File: config.mk
export PLATFORM = sky130hd
export DESIGN_NAME = rcc_ker_clk_switch_ctrl
export DESIGN_NICKNAME = d
export VERILOG_FILES = /design/src/rtl/rcc_ker_clk_switch_ctrl.sv
export SDC_FILE = /design/constraint.sdc
export NUM_CORES = 1
export LEC_CHECK = 0
export CAP_MARGIN = 20
export CORE_MARGIN = 5
export CORE_UTILIZATION = 52
export DETAILED_ROUTE_END_ITERATION = 10
export PLACE_DENSITY = 0.77
export SLEW_MARGIN = 20
export SYNTH_ARGS = -nofsm -noshare
export SYNTH_HDL_FRONTEND = slang
export SYNTH_SLANG_ARGS = --single-unit
File: constraint.sdc
create_clock -name clk -period 2.2 [get_ports clk]
set_input_delay 0.44 -clock clk [delete_from_list [all_inputs] [get_ports clk]]
set_output_delay 0.44 -clock clk [all_outputs]
set_load 0.03 [all_outputs]
File: src/rtl/rcc_ker_clk_switch_ctrl.sv
`default_nettype none
// +--------------------------------------------------------------------------+
// | Module      : rcc_ker_clk_switch_ctrl                                    |
// | Description : Kernel-clock source switch sequencer with CSS fallback     |
// |               and ready timeout, driving a glitch-free mux and gate.     |
// | Revision    : 1.0                                                        |
// +--------------------------------------------------------------------------+
module rcc_ker_clk_switch_ctrl #(
    parameter int unsigned          SRC_NUM   = 4,
    parameter int unsigned          SEL_W     = 2,
    parameter int unsigned          SAFE_SRC  = 0,
    parameter logic [SRC_NUM-1:0]   FAIL_MASK = 4'b0010,
    parameter int unsigned          OFF_CYC   = 4,
    parameter int unsigned          ON_CYC    = 2,
    parameter int unsigned          RDY_TMO   = 1023
) (
    input  logic                clk,
    input  logic                rst,
    input  logic [SEL_W-1:0]    sel_req,
    input  logic                en_req,
    input  logic [SRC_NUM-1:0]  src_rdy,
    input  logic [SRC_NUM-1:0]  src_fail,
    input  logic                fail_clr,
    input  logic                testmode,
    output logic [SEL_W-1:0]    mux_sel,
    output logic                gate_en,
    output logic                busy,
    output logic                fail_flag,
    output logic                sel_err
);

    localparam int unsigned c_max_ab  = (OFF_CYC > ON_CYC) ? OFF_CYC : ON_CYC;
    localparam int unsigned c_cnt_top = (c_max_ab > RDY_TMO) ? c_max_ab : RDY_TMO;
    localparam int unsigned c_cnt_w   = $clog2(c_cnt_top + 1);

    localparam logic [c_cnt_w-1:0] c_cnt_max  = c_cnt_w'(c_cnt_top);
    localparam logic [c_cnt_w-1:0] c_off_last = c_cnt_w'(OFF_CYC - 1);
    localparam logic [c_cnt_w-1:0] c_on_last  = c_cnt_w'(ON_CYC - 1);
    localparam logic [c_cnt_w-1:0] c_tmo_last = c_cnt_w'(RDY_TMO - 1);
    localparam logic [c_cnt_w-1:0] c_cnt_zero = '0;

    localparam logic [SEL_W-1:0]   c_safe_sel  = SEL_W'(SAFE_SRC);
    localparam logic [SRC_NUM-1:0] c_safe_bit  = SRC_NUM'(1) << SAFE_SRC;
    // The safe source is never allowed to raise a CSS fallback.
    localparam logic [SRC_NUM-1:0] c_fail_mask = FAIL_MASK & ~c_safe_bit;

    localparam logic [1:0] c_st_run      = 2'd0;
    localparam logic [1:0] c_st_gate_off = 2'd1;
    localparam logic [1:0] c_st_wait_rdy = 2'd2;
    localparam logic [1:0] c_st_gate_on  = 2'd3;

    logic [1:0]         r_state;
    logic [c_cnt_w-1:0] r_cnt;
    logic [SEL_W-1:0]   r_tgt;
    logic [SEL_W-1:0]   r_mux_sel;
    logic               r_gate_en;
    logic               r_busy;
    logic               r_fail_flag;
    logic               r_sel_err;

    logic               w_rdy_cur;
    logic               w_rdy_tgt;
    logic               w_css;
    logic               w_req_ok;
    logic [c_cnt_w-1:0] w_cnt_inc;

    function automatic logic f_rdy(input logic [SEL_W-1:0]   idx,
                                   input logic [SRC_NUM-1:0] vec);
        logic v;
        v = 1'b0;
        for (int unsigned i = 0; i < SRC_NUM; i++) begin
            if (idx == SEL_W'(i)) begin
                v = vec[i] | c_safe_bit[i];
            end
        end
        return v;
    endfunction

    function automatic logic f_fail(input logic [SEL_W-1:0]   idx,
                                    input logic [SRC_NUM-1:0] vec);
        logic v;
        v = 1'b0;
        for (int unsigned i = 0; i < SRC_NUM; i++) begin
            if (idx == SEL_W'(i)) begin
                v = vec[i] & c_fail_mask[i];
            end
        end
        return v;
    endfunction

    always_comb begin
        w_rdy_cur = f_rdy(r_mux_sel, src_rdy);
        w_rdy_tgt = f_rdy(r_tgt, src_rdy);
        w_css     = f_fail(r_mux_sel, src_fail);
        w_req_ok  = (sel_req != r_mux_sel) && (32'(sel_req) < SRC_NUM)
                    && !r_fail_flag;
        w_cnt_inc = (r_cnt == c_cnt_max) ? r_cnt : r_cnt + 1'b1;
    end

    always_ff @(posedge clk) begin
        if (rst) begin
            r_state     <= c_st_run;
            r_cnt       <= c_cnt_zero;
            r_tgt       <= c_safe_sel;
            r_mux_sel   <= c_safe_sel;
            r_gate_en   <= 1'b0;
            r_busy      <= 1'b0;
            r_fail_flag <= 1'b0;
            r_sel_err   <= 1'b0;
        end else begin
            if (w_css) begin
                r_fail_flag <= 1'b1;
            end else if (fail_clr) begin
                r_fail_flag <= 1'b0;
            end

            // A clock failure restarts the sequence toward the safe source
            // from whatever state we are in.
            if (w_css) begin
                r_state   <= c_st_gate_off;
                r_cnt     <= c_cnt_zero;
                r_tgt     <= c_safe_sel;
                r_gate_en <= 1'b0;
                r_busy    <= 1'b1;
            end else begin
                case (r_state)
                    c_st_run: begin
                        if (w_req_ok) begin
                            r_state   <= c_st_gate_off;
                            r_cnt     <= c_cnt_zero;
                            r_tgt     <= sel_req;
                            r_sel_err <= 1'b0;
                            r_gate_en <= 1'b0;
                            r_busy    <= 1'b1;
                        end else begin
                            r_gate_en <= en_req & w_rdy_cur;
                        end
                    end
                    c_st_gate_off: begin
                        if (r_cnt >= c_off_last) begin
                            r_state   <= c_st_wait_rdy;
                            r_cnt     <= c_cnt_zero;
                            r_mux_sel <= r_tgt;
                        end else begin
                            r_cnt <= w_cnt_inc;
                        end
                    end
                    c_st_wait_rdy: begin
                        if (w_rdy_tgt) begin
                            r_state <= c_st_gate_on;
                            r_cnt   <= c_cnt_zero;
                        end else if (r_cnt >= c_tmo_last) begin
                            r_state   <= c_st_gate_on;
                            r_cnt     <= c_cnt_zero;
                            r_sel_err <= 1'b1;
                            r_tgt     <= c_safe_sel;
                            r_mux_sel <= c_safe_sel;
                        end else begin
                            r_cnt <= w_cnt_inc;
                        end
                    end
                    c_st_gate_on: begin
                        if (r_cnt >= c_on_last) begin
                            r_state <= c_st_run;
                            r_cnt   <= c_cnt_zero;
                            r_busy  <= 1'b0;
                        end else begin
                            r_cnt <= w_cnt_inc;
                        end
                    end
                    default: begin
                        r_state <= c_st_run;
                        r_cnt   <= c_cnt_zero;
                    end
                endcase
            end
        end
    end

    assign mux_sel   = r_mux_sel;
    assign gate_en   = testmode | r_gate_en;
    assign busy      = r_busy;
    assign fail_flag = r_fail_flag;
    assign sel_err   = r_sel_err;

endmodule
`default_nettype wire
==> results.sh, run 1 <==
export IMPL_synth_nets=171
export IMPL_first_global_vias=1218
export IMPL_io_pins=21
export IMPL_fp_row_count=18
export IMPL_status="complete, no violations"
export IMPL_hold_viol_final=0
export IMPL_first_pass_iters=4
export IMPL_n_fill_cell=215
export IMPL_clk_path_buf_depth=2
export IMPL_endpoint_kind="output port"
export IMPL_fin_crit_sh_pct=97.2
export IMPL_wl_per_cell_um=16.6
export IMPL_dieArea_um2=3530
export IMPL_antenna_found_initial=0
export IMPL_finClkSkew_ps=0.596
export IMPL_crit_fanout=1
export IMPL_first_iter_violations=91
export IMPL_die_w_um=59.4
export IMPL_tightestPinTransition_ps=443
export IMPL_synth_common_cells="20 x dfxtp_1, 15 x a21oi_1, 11 x nand2_1"
export IMPL_worstHoldStart="sel_err$_SDFFE_PP0P_"
export IMPL_arrival_ps=1700
export IMPL_hold_path_class="register to register"
export IMPL_grt_overflow=0
export IMPL_place_area_um2=1510
export IMPL_grt_max_degree=15
export IMPL_final_cells=203
export IMPL_drtAntennaViolNets=0
export IMPL_finalMaxSlewViolations=0
export IMPL_cp_data_required_time_ps=1760
export IMPL_setup_slack_ps=61.1
export IMPL_clkTransAtPathRegs_ps=120
export IMPL_dieHeight_um=59.4
export IMPL_grt_pass1_wl_um=5440
export IMPL_synth_top_area_cell="dfxtp_1"
export IMPL_netlist_area_leader_share_pct=31.5
export IMPL_place_inst=199
export IMPL_layout_nets=197
export IMPL_postCtsSetupBuffers=0
export IMPL_drv_cap=0
export IMPL_viasPerCell=6.35
export IMPL_ys_flop_type="dfxtp_1"
export IMPL_start_kind="input port"
export IMPL_preCtsSetupSlack_ps=-65.2
export IMPL_clock_latency_ps=300
export IMPL_port_buffers=16
export IMPL_cts_sinks=20
export IMPL_core_um2=2410
export IMPL_htree_levels=1
export IMPL_synth_most_common_cell="dfxtp_1"
export IMPL_hpwl_um=2510
export IMPL_ys_seq_area_share_pct=31.5
export IMPL_cp_startpoint="testmode"
export IMPL_cts_tree="built"
export IMPL_vdd_ir_drop_worst_uv=493
export IMPL_ys_seq_elements=20
export IMPL_avgSynthCellArea_um2=8.58
export IMPL_cts_resized=0
export IMPL_leakage_uw=0.000566
export IMPL_crit_type="input port to output port"
export IMPL_pwr_density_cell_nw_per_um2=855
export IMPL_multiInputGateArea_um2=823
export IMPL_fmax_mhz=468
export IMPL_syn_area_um2=1270
export IMPL_track_usage_pct=20.0
export IMPL_r2r_start="r_cnt[1]$_SDFFE_PP0N_"
export IMPL_drive_gt1_share_pct=13.3
export IMPL_slew_headroom_pct=70.2
export IMPL_timing_hold_ws_ps=488
export IMPL_tns_ps=0
export IMPL_setup_viol=0
export IMPL_syn_inst=148
export IMPL_async_reset_ff_share_pct=0
export IMPL_cts_root_buffer="clkbuf_4"
export IMPL_yosysUniqueCellTypes=45
export IMPL_gp_congestion=0.884
export IMPL_cts_buffers=3
export IMPL_design_area_um2=1560
export IMPL_vias=1290
export IMPL_period_needed_ps=2140
export IMPL_wirelength_um=3370
export IMPL_diodes=0
export IMPL_rsz0062_at_grt="no"
export IMPL_synth_area_leaders="dfxtp_1 32%, ha_1 7.9%, a21oi_1 5.9%, nand2_1 3.3%, a31oi_1 3.0%"
export IMPL_yosysWarnings=0
export IMPL_area_sequential_um2=400
export IMPL_synthToLayoutAreaGrowth_pct=23.1
export IMPL_drcViolationCount=0
export IMPL_synth_edf_count=0
export IMPL_initial_utilization_pct=52.7
export IMPL_ctsHoldBuffers=0
-- metrics by stage --
step	total power [uW]	utilization, %
2_1_floorplan	896	-
3_3_place_gp	1080	62.7
3_5_place_dp	1110	62.7
4_1_cts	1330	64.2
5_1_grt	1430	64.8
6_report	1340	64.8
-- where the power goes --
group	switching, uW	total [uW]	internal, uW
Clock	115	216	101
Sequential	65.3	483	417
Combinational	373	638	265
-- registers in the layout, indices dropped and copies added (netlist names) --
name and flops:
r_cnt 10, mux_sel 2, r_state 2, r_tgt 2, busy 1, fail_flag 1
r_gate_en 1, sel_err 1
-- per-layer routing --
layer	track usage (%)	wire, um	vias to the layer above
li1	-	-	622
met1	23.8	1450	618
met2	35.4	1740	44
met3	2.61	146	6
met4	8.41	38	0
met5	0	0	-
-- worst max-delay path, cell delays in order --
cell and delay [ps]:
clkdlybuf4s50_1 390, or2_2 260, clkdlybuf4s50_1 600
-- final cells by class --
cell class	count	share of cell area, %
clock buffer	4	2.32
inverter	6	1.44
multi-input combinational	116	52.7
tap	30	2.40
timing repair buffer	27	15.5
sequential	20	25.6
-- cell usage in the layout, fill, tap and decap left out, drive strengths merged, types with 3 or more instances in the layout --
| cell | n |
|---|---|
| nand4 | 6 |
| inv | 5 |
| clkbuf | 4 |
| or4b | 3 |
| nand3 | 7 |
| and3 | 5 |
| nand2 | 11 |
| nor2 | 8 |
| a31oi | 6 |
| buf | 11 |
| and4 | 3 |
| dfxtp | 20 |
| o21ai | 3 |
| o31ai | 4 |
| ha | 8 |
| a21oi | 15 |
| clkdlybuf4s50 | 16 |
-- path summary, 6_finish.rpt --
| path | slack [ps] | to | depth (start not counted) |
|---|---|---|---|
| max | 60 | gate_en | 3 |
| min | 490 | sel_err$_SDFFE_PP0P_ | 2 |
| max reg2reg | 200 | mux_sel[1]$_SDFFE_PP0P_ | 5 |
| min reg2reg | 490 | sel_err$_SDFFE_PP0P_ | 2 |
-- cell families after synthesis --
| family | Yosys count | synth area share [%] |
|---|---|---|
| AND/OR/NAND/NOR | 58 | 27.1 |
| AO/OA/AOI/OAI | 45 | 24.9 |
| flip-flops | 20 | 31.5 |
| buffers and inverters | 12 | 4.93 |
| adder cells (fa/ha/maj) | 8 | 7.88 |
| XOR/XNOR | 3 | 2.07 |
| multiplexers | 2 | 1.58 |
Power figures use the tool's default switching activity.
==> run 2, diff against run 1 <==
--- a/config.mk
+++ b/config.mk
@@ -14,3 +14,4 @@
 export SYNTH_ARGS = -nofsm -noshare
 export SYNTH_HDL_FRONTEND = slang
 export SYNTH_SLANG_ARGS = --single-unit
+export TNS_END_PERCENT = 1
==> results of run 2 <==
Final layout, timing and power as in run 1 (identical DEF).
